File: config.mk
export PLATFORM = sky130hd
export DESIGN_NAME = itcm_loader
export DESIGN_NICKNAME = d
export VERILOG_FILES = /design/src/rtl/itcm_loader_pkg.sv /design/src/rtl/itcm_loader.sv
export SDC_FILE = /design/constraint.sdc
export NUM_CORES = 1
export LEC_CHECK = 0
export BUFFER_PORTS_ARGS = -buffer_cell sky130_fd_sc_hd__buf_2
export CELL_PAD_IN_SITES_DETAIL_PLACEMENT = 1
export CELL_PAD_IN_SITES_GLOBAL_PLACEMENT = 1
export CORE_UTILIZATION = 41
export DETAILED_ROUTE_END_ITERATION = 7
export PLACE_DENSITY = 0.94
export SYNTH_ARGS = -nofsm -noshare
export SYNTH_HDL_FRONTEND = slang
export SYNTH_SLANG_ARGS = --single-unit
File: constraint.sdc
create_clock -name clk -period 6.1 [get_ports clk]
set_input_delay 0 -clock clk [delete_from_list [all_inputs] [get_ports clk]]
set_output_delay 0 -clock clk [all_outputs]
set_load 0.05 [all_outputs]
File: src/rtl/itcm_loader_pkg.sv
// rtl/itcm_loader_pkg.sv - shared state encoding and ITCM geometry helpers for itcm_loader
package itcm_loader_pkg;

    typedef enum logic [2:0] {
        ST_IDLE  = 3'd0,
        ST_FILL  = 3'd1,
        ST_WRITE = 3'd2,
        ST_DONE  = 3'd3,
        ST_ERR   = 3'd4
    } state_t;

    // Number of 32-bit words addressable by a byte address of the given width.
    function automatic int word_depth(input int addr_width);
        return 1 << (addr_width - 2);
    endfunction

endpackage

File: src/rtl/itcm_loader.sv
// rtl/itcm_loader.sv - streams a byte image into the ITCM as packed words while holding the CPU in reset
// Optional feature: ITCM_LOADER_CHECKSUM_EN adds load_csum_o, a running 32-bit sum of committed words.
`ifndef ITCM_ADDR_WIDTH
`define ITCM_ADDR_WIDTH 12
`endif

module itcm_loader
    import itcm_loader_pkg::*;
#(
    parameter int ITCM_ADDR_WIDTH = `ITCM_ADDR_WIDTH
) (
    input  logic                       clk,
    input  logic                       rst,
    input  logic                       load_start_i,
    input  logic                       byte_valid_i,
    input  logic [7:0]                 byte_data_i,
    input  logic                       byte_last_i,
    output logic                       byte_ready_o,
    output logic                       itcm_we_o,
    output logic [ITCM_ADDR_WIDTH-3:0] itcm_waddr_o,
    output logic [31:0]                itcm_wdata_o,
    input  logic                       itcm_ready_i,
    output logic                       cpu_hold_o,
    output logic                       load_done_o,
    output logic                       load_err_o,
`ifdef ITCM_LOADER_CHECKSUM_EN
    output logic [31:0]                load_csum_o,
`endif
    output logic [ITCM_ADDR_WIDTH-2:0] word_cnt_o
);

    localparam int WAW = ITCM_ADDR_WIDTH - 2;
    localparam int CW  = ITCM_ADDR_WIDTH - 1;
    localparam logic [WAW-1:0] TOP_ADDR = WAW'(word_depth(ITCM_ADDR_WIDTH) - 1);

    state_t         state_q;
    logic [1:0]     byte_idx_q;
    logic [31:0]    wdata_q, wdata_d;
    logic [WAW-1:0] waddr_q;
    logic [CW-1:0]  word_cnt_q;
    logic           last_q;
    logic           ready_q, we_q, hold_q, done_q, err_q;
`ifdef ITCM_LOADER_CHECKSUM_EN
    logic [31:0]    csum_q;
`endif

    logic accept;
    assign accept = byte_valid_i && ready_q;

    // Lane 0 starts a fresh word, so upper lanes of a short final word read as zero.
    always_comb begin
        wdata_d = (byte_idx_q == 2'd0) ? 32'd0 : wdata_q;
        case (byte_idx_q)
            2'd0:    wdata_d[7:0]   = byte_data_i;
            2'd1:    wdata_d[15:8]  = byte_data_i;
            2'd2:    wdata_d[23:16] = byte_data_i;
            default: wdata_d[31:24] = byte_data_i;
        endcase
    end

    always_ff @(posedge clk) begin
        if (rst) begin
            state_q    <= ST_IDLE;
            byte_idx_q <= 2'd0;
            wdata_q    <= 32'd0;
            waddr_q    <= '0;
            word_cnt_q <= '0;
            last_q     <= 1'b0;
            ready_q    <= 1'b0;
            we_q       <= 1'b0;
            hold_q     <= 1'b1;
            done_q     <= 1'b0;
            err_q      <= 1'b0;
`ifdef ITCM_LOADER_CHECKSUM_EN
            csum_q     <= 32'd0;
`endif
        end else begin
            case (state_q)
                ST_IDLE: begin
                    if (load_start_i) begin
                        state_q <= ST_FILL;
                        ready_q <= 1'b1;
                    end
                end
                ST_FILL: begin
                    if (accept) begin
                        wdata_q <= wdata_d;
                        if (byte_last_i || byte_idx_q == 2'd3) begin
                            state_q    <= ST_WRITE;
                            ready_q    <= 1'b0;
                            we_q       <= 1'b1;
                            last_q     <= byte_last_i;
                            byte_idx_q <= 2'd0;
                        end else begin
                            byte_idx_q <= byte_idx_q + 2'd1;
                        end
                    end
                end
                ST_WRITE: begin
                    if (itcm_ready_i) begin
                        we_q       <= 1'b0;
                        word_cnt_q <= word_cnt_q + CW'(1);
`ifdef ITCM_LOADER_CHECKSUM_EN
                        csum_q     <= csum_q + wdata_q;
`endif
                        // The address saturates at the top word rather than wrapping onto word 0.
                        if (waddr_q != TOP_ADDR)
                            waddr_q <= waddr_q + WAW'(1);
                        if (last_q) begin
                            state_q <= ST_DONE;
                            done_q  <= 1'b1;
                            hold_q  <= 1'b0;
                        end else if (waddr_q == TOP_ADDR) begin
                            state_q <= ST_ERR;
                            err_q   <= 1'b1;
                        end else begin
                            state_q <= ST_FILL;
                            ready_q <= 1'b1;
                        end
                    end
                end
                ST_DONE, ST_ERR: begin
                    if (load_start_i) begin
                        state_q    <= ST_FILL;
                        ready_q    <= 1'b1;
                        hold_q     <= 1'b1;
                        done_q     <= 1'b0;
                        err_q      <= 1'b0;
                        waddr_q    <= '0;
                        word_cnt_q <= '0;
                        byte_idx_q <= 2'd0;
                        last_q     <= 1'b0;
`ifdef ITCM_LOADER_CHECKSUM_EN
                        csum_q     <= 32'd0;
`endif
                    end
                end
                default: state_q <= ST_IDLE;
            endcase
        end
    end

    assign byte_ready_o = ready_q;
    assign itcm_we_o    = we_q;
    assign itcm_waddr_o = waddr_q;
    assign itcm_wdata_o = wdata_q;
    assign cpu_hold_o   = hold_q;
    assign load_done_o  = done_q;
    assign load_err_o   = err_q;
    assign word_cnt_o   = word_cnt_q;
`ifdef ITCM_LOADER_CHECKSUM_EN
    assign load_csum_o  = csum_q;
`endif

endmodule
==> flow_summary.ini <==
[setup_path]
path_delay_family = simple AND/OR/NAND/NOR gates
start_kind = flop
end_kind = flop
crit_path_max_incr_delay_ns = 0.85
crit_arrival_ns = 2.91
cp-startpoint = state_q[0]
crit_required_ns = 6.28
cp_num_buf_inv = 0
crit_path_cell_trace = nand2b_1, nor3_2, o21ai_1, a22oi_1, nor2_1
critPathSlowestCell = nor3_2
rr_startpoint = state_q[0]
critPathKind = flop to flop
cp_max_fo = 19

[timing]
fin_skew_ns = 0.0103
fmax_ghz = 0.367
post-route-min-period_ns = 2.73
timing.final.crit_share = 0.447
holdWs_ns = 0.180
rsz0062_at_grt = no
slew_headroom = 0.182
finalSetupViolCount = 0
worst_pin_slew_ns = 1.22
hold_viol = 0
slew_violations = 0
fin_setup_tns_ns = 0

[cells_and_area]
nets = 436
antenna_cells = 0
drive_gt1_frac = 0.217
area_growth_pct = 24.3

[synthesis]
synthArstFlopShare = 0
synth_cell_types = 46
ys_ff_latch = 64
synthCells = 345
synth_edf_count = 0
seq_area_frac_synth = 0.447
yosysWarnings = 0
syn_avg_cell_area_um2 = 8.32
synth_area_um2 = 2870
synthFlopType = dfxtp_1
synth_fp_nets = 366

[cts]
cts-root-buf = clkbuf_8
clockBufferDepth = 2
cts_max_level = 3
post_cts_buffers = 0
clock_latency_ns = 0.35
cts_tree = done
numCtsBuffers = 9
cts.sinks = 64
clk_pin_slew_worst_paths_ns = 0.07

[placement]
gp_congestion = 0.789
hpwl_um = 5850
port-buffer-count = 71

[power_and_ir_drop]
leakagePower_nw = 1.41
finalPower_mw = 0.957
ir_drop_mv = 0.119
power_density_nw_per_um2 = 268

[global_route]
grt_pass1_vias = 2899
grt_usage = 0.238
antenna_found_initial = 0
grt_max_degree = 60
grt_overflow = 0
grt_pass1_wl_um = 13800

[drt]
vias_per_cell = 5.52
ant_nets = 0
drtIter0Drc = 88
wl_per_cell_um = 16.5
dr_total_vias = 2847
route.detailed.drc = 0
wirelength_um = 8510
first_pass_iters = 4

[floorplanning]
dieArea_um2 = 7340
ios = 72
chipWidth_um = 85.7
std_cell_rows = 30
core_um2 = 6790
die_y_um = 85.7
start_util = 0.422

[status]
status = finished, final reports clean

[worst_hold_path]
min_from = load_start_i
hp-class = primary input to flop

[flow_run]
max_cap_viol_count = 0
[timing repair]
action,in CTS,in global routing
hold endpoints to repair,23,0
hold buffers,9,0
resized for setup,0,0
[sequential cells by signal, indices dropped and copies added (netlist names)]
signal,cells
itcm_waddr_o,10
byte_ready_o,1
byte_idx_q,2
word_cnt_o,11
itcm_wdata_o,32
load_err_o,1
last_q,1
itcm_we_o,1
load_done_o,1
state_q,3
cpu_hold_o,1
[power breakdown]
group	internal [mW]	switching (mW)	total, mW
Combinational	0.0353	0.0747	0.110
Sequential	0.425	0.0129	0.438
Clock	0.241	0.168	0.409
[worst register-to-register path: stages (launching register included)]
cell and delay, ns:
dfxtp_1 0.60, nand2b_1 0.25, nor3_2 0.85, o21ai_1 0.46, a22oi_1 0.35, nor2_1 0.07
[layout make-up]
| class | count | area, um^2 |
|---|---|---|
| Clock buffer | 11 | 141 |
| Clock inverter | 5 | 80.1 |
| Fill cell | 870 | 3230 |
| Inverter | 4 | 15.0 |
| Multi-Input combinational cell | 256 | 1480 |
| Sequential cell | 64 | 1280 |
| Tap cell | 96 | 120 |
| Timing Repair Buffer | 80 | 445 |
[Yosys cell counts, drive strengths merged (2+ instances only)]
cell type,instances,share of area
and3,3,0.0065
nor2b,3,0.0065
clkbuf,16,0.021
nor2,46,0.060
o21ai,12,0.021
inv,4,0.0052
o22ai,3,0.0065
nor3,8,0.016
mux2,2,0.0078
a32oi,4,0.015
nand2b,9,0.020
and2,3,0.0065
nand4,6,0.013
buf,5,0.010
dfxtp,64,0.45
nor4,3,0.0087
nand4b,3,0.0092
nand3,23,0.040
a22oi,17,0.044
xnor2,5,0.015
a21oi,33,0.058
nand2,36,0.047
mux2i,5,0.017
or3,2,0.0044
or4,5,0.013
ha,7,0.031
nand3b,2,0.0052
xor2,5,0.015
[through the flow]
stage,worst slack [ns],utilization,std cells,cell area [um^2]
finish,3.37,0.525,516,3570
global route,3.18,0.525,516,3570
CTS,3.37,0.525,516,3570
detailed placement,3.42,0.479,491,3260
global placement,3.72,0.479,491,3260
floorplan,3.95,-,345,2870
[final timing paths]
path / endpoint / slack, ns / depth (start not counted)
hold reg to reg: itcm_wdata_o[28] / 0.45 / 2
setup reg to reg: itcm_wdata_o[20] / 3.37 / 5
setup / recovery: itcm_wdata_o[20] / 3.37 / 5
hold / removal: byte_idx_q[1] / 0.18 / 4
[kinds of logic after synthesis]
logic type                 count (synthesis)  share of synthesized area
xor gates and xnor gates                  10                     0.0305
DFF                                       64                      0.447
adders and majority gates                  7                     0.0305
AOI/OAI and AO/OA                         77                      0.167
buffers and inverters                     25                     0.0362
muxes                                      7                     0.0253
and+or+nand+nor                          155                      0.264
[layout by cell type (no fill, tap or decap), types with 3 or more instances in the layout]
| cell type | instances |
|---|---|
| buf_2 | 71 |
| dfxtp_1 | 64 |
| nor2_1 | 46 |
| nand2_1 | 36 |
| a21oi_1 | 33 |
| nand3_1 | 23 |
| a22oi_1 | 17 |
| o21ai_0 | 10 |
| clkbuf_8 | 10 |
| nand2b_1 | 9 |
| dlygate4sd3_1 | 9 |
| nor3_1 | 7 |
| ha_1 | 7 |
| nand4_1 | 6 |
| or4_1 | 5 |
| mux2i_1 | 5 |
| xor2_1 | 5 |
| xnor2_1 | 5 |
| inv_1 | 4 |
| nor2b_1 | 3 |
| o22ai_1 | 3 |
| and3_1 | 3 |
| nand4b_1 | 3 |
| a32oi_1 | 3 |
[routing by layer]
metal  GRT usage  wire (um)
met2       0.417       4260
met5           0          0
met3      0.0385        350
met4       0.106        150
met1       0.288       3750
Note: power is estimated with default switching activity, not from simulation.
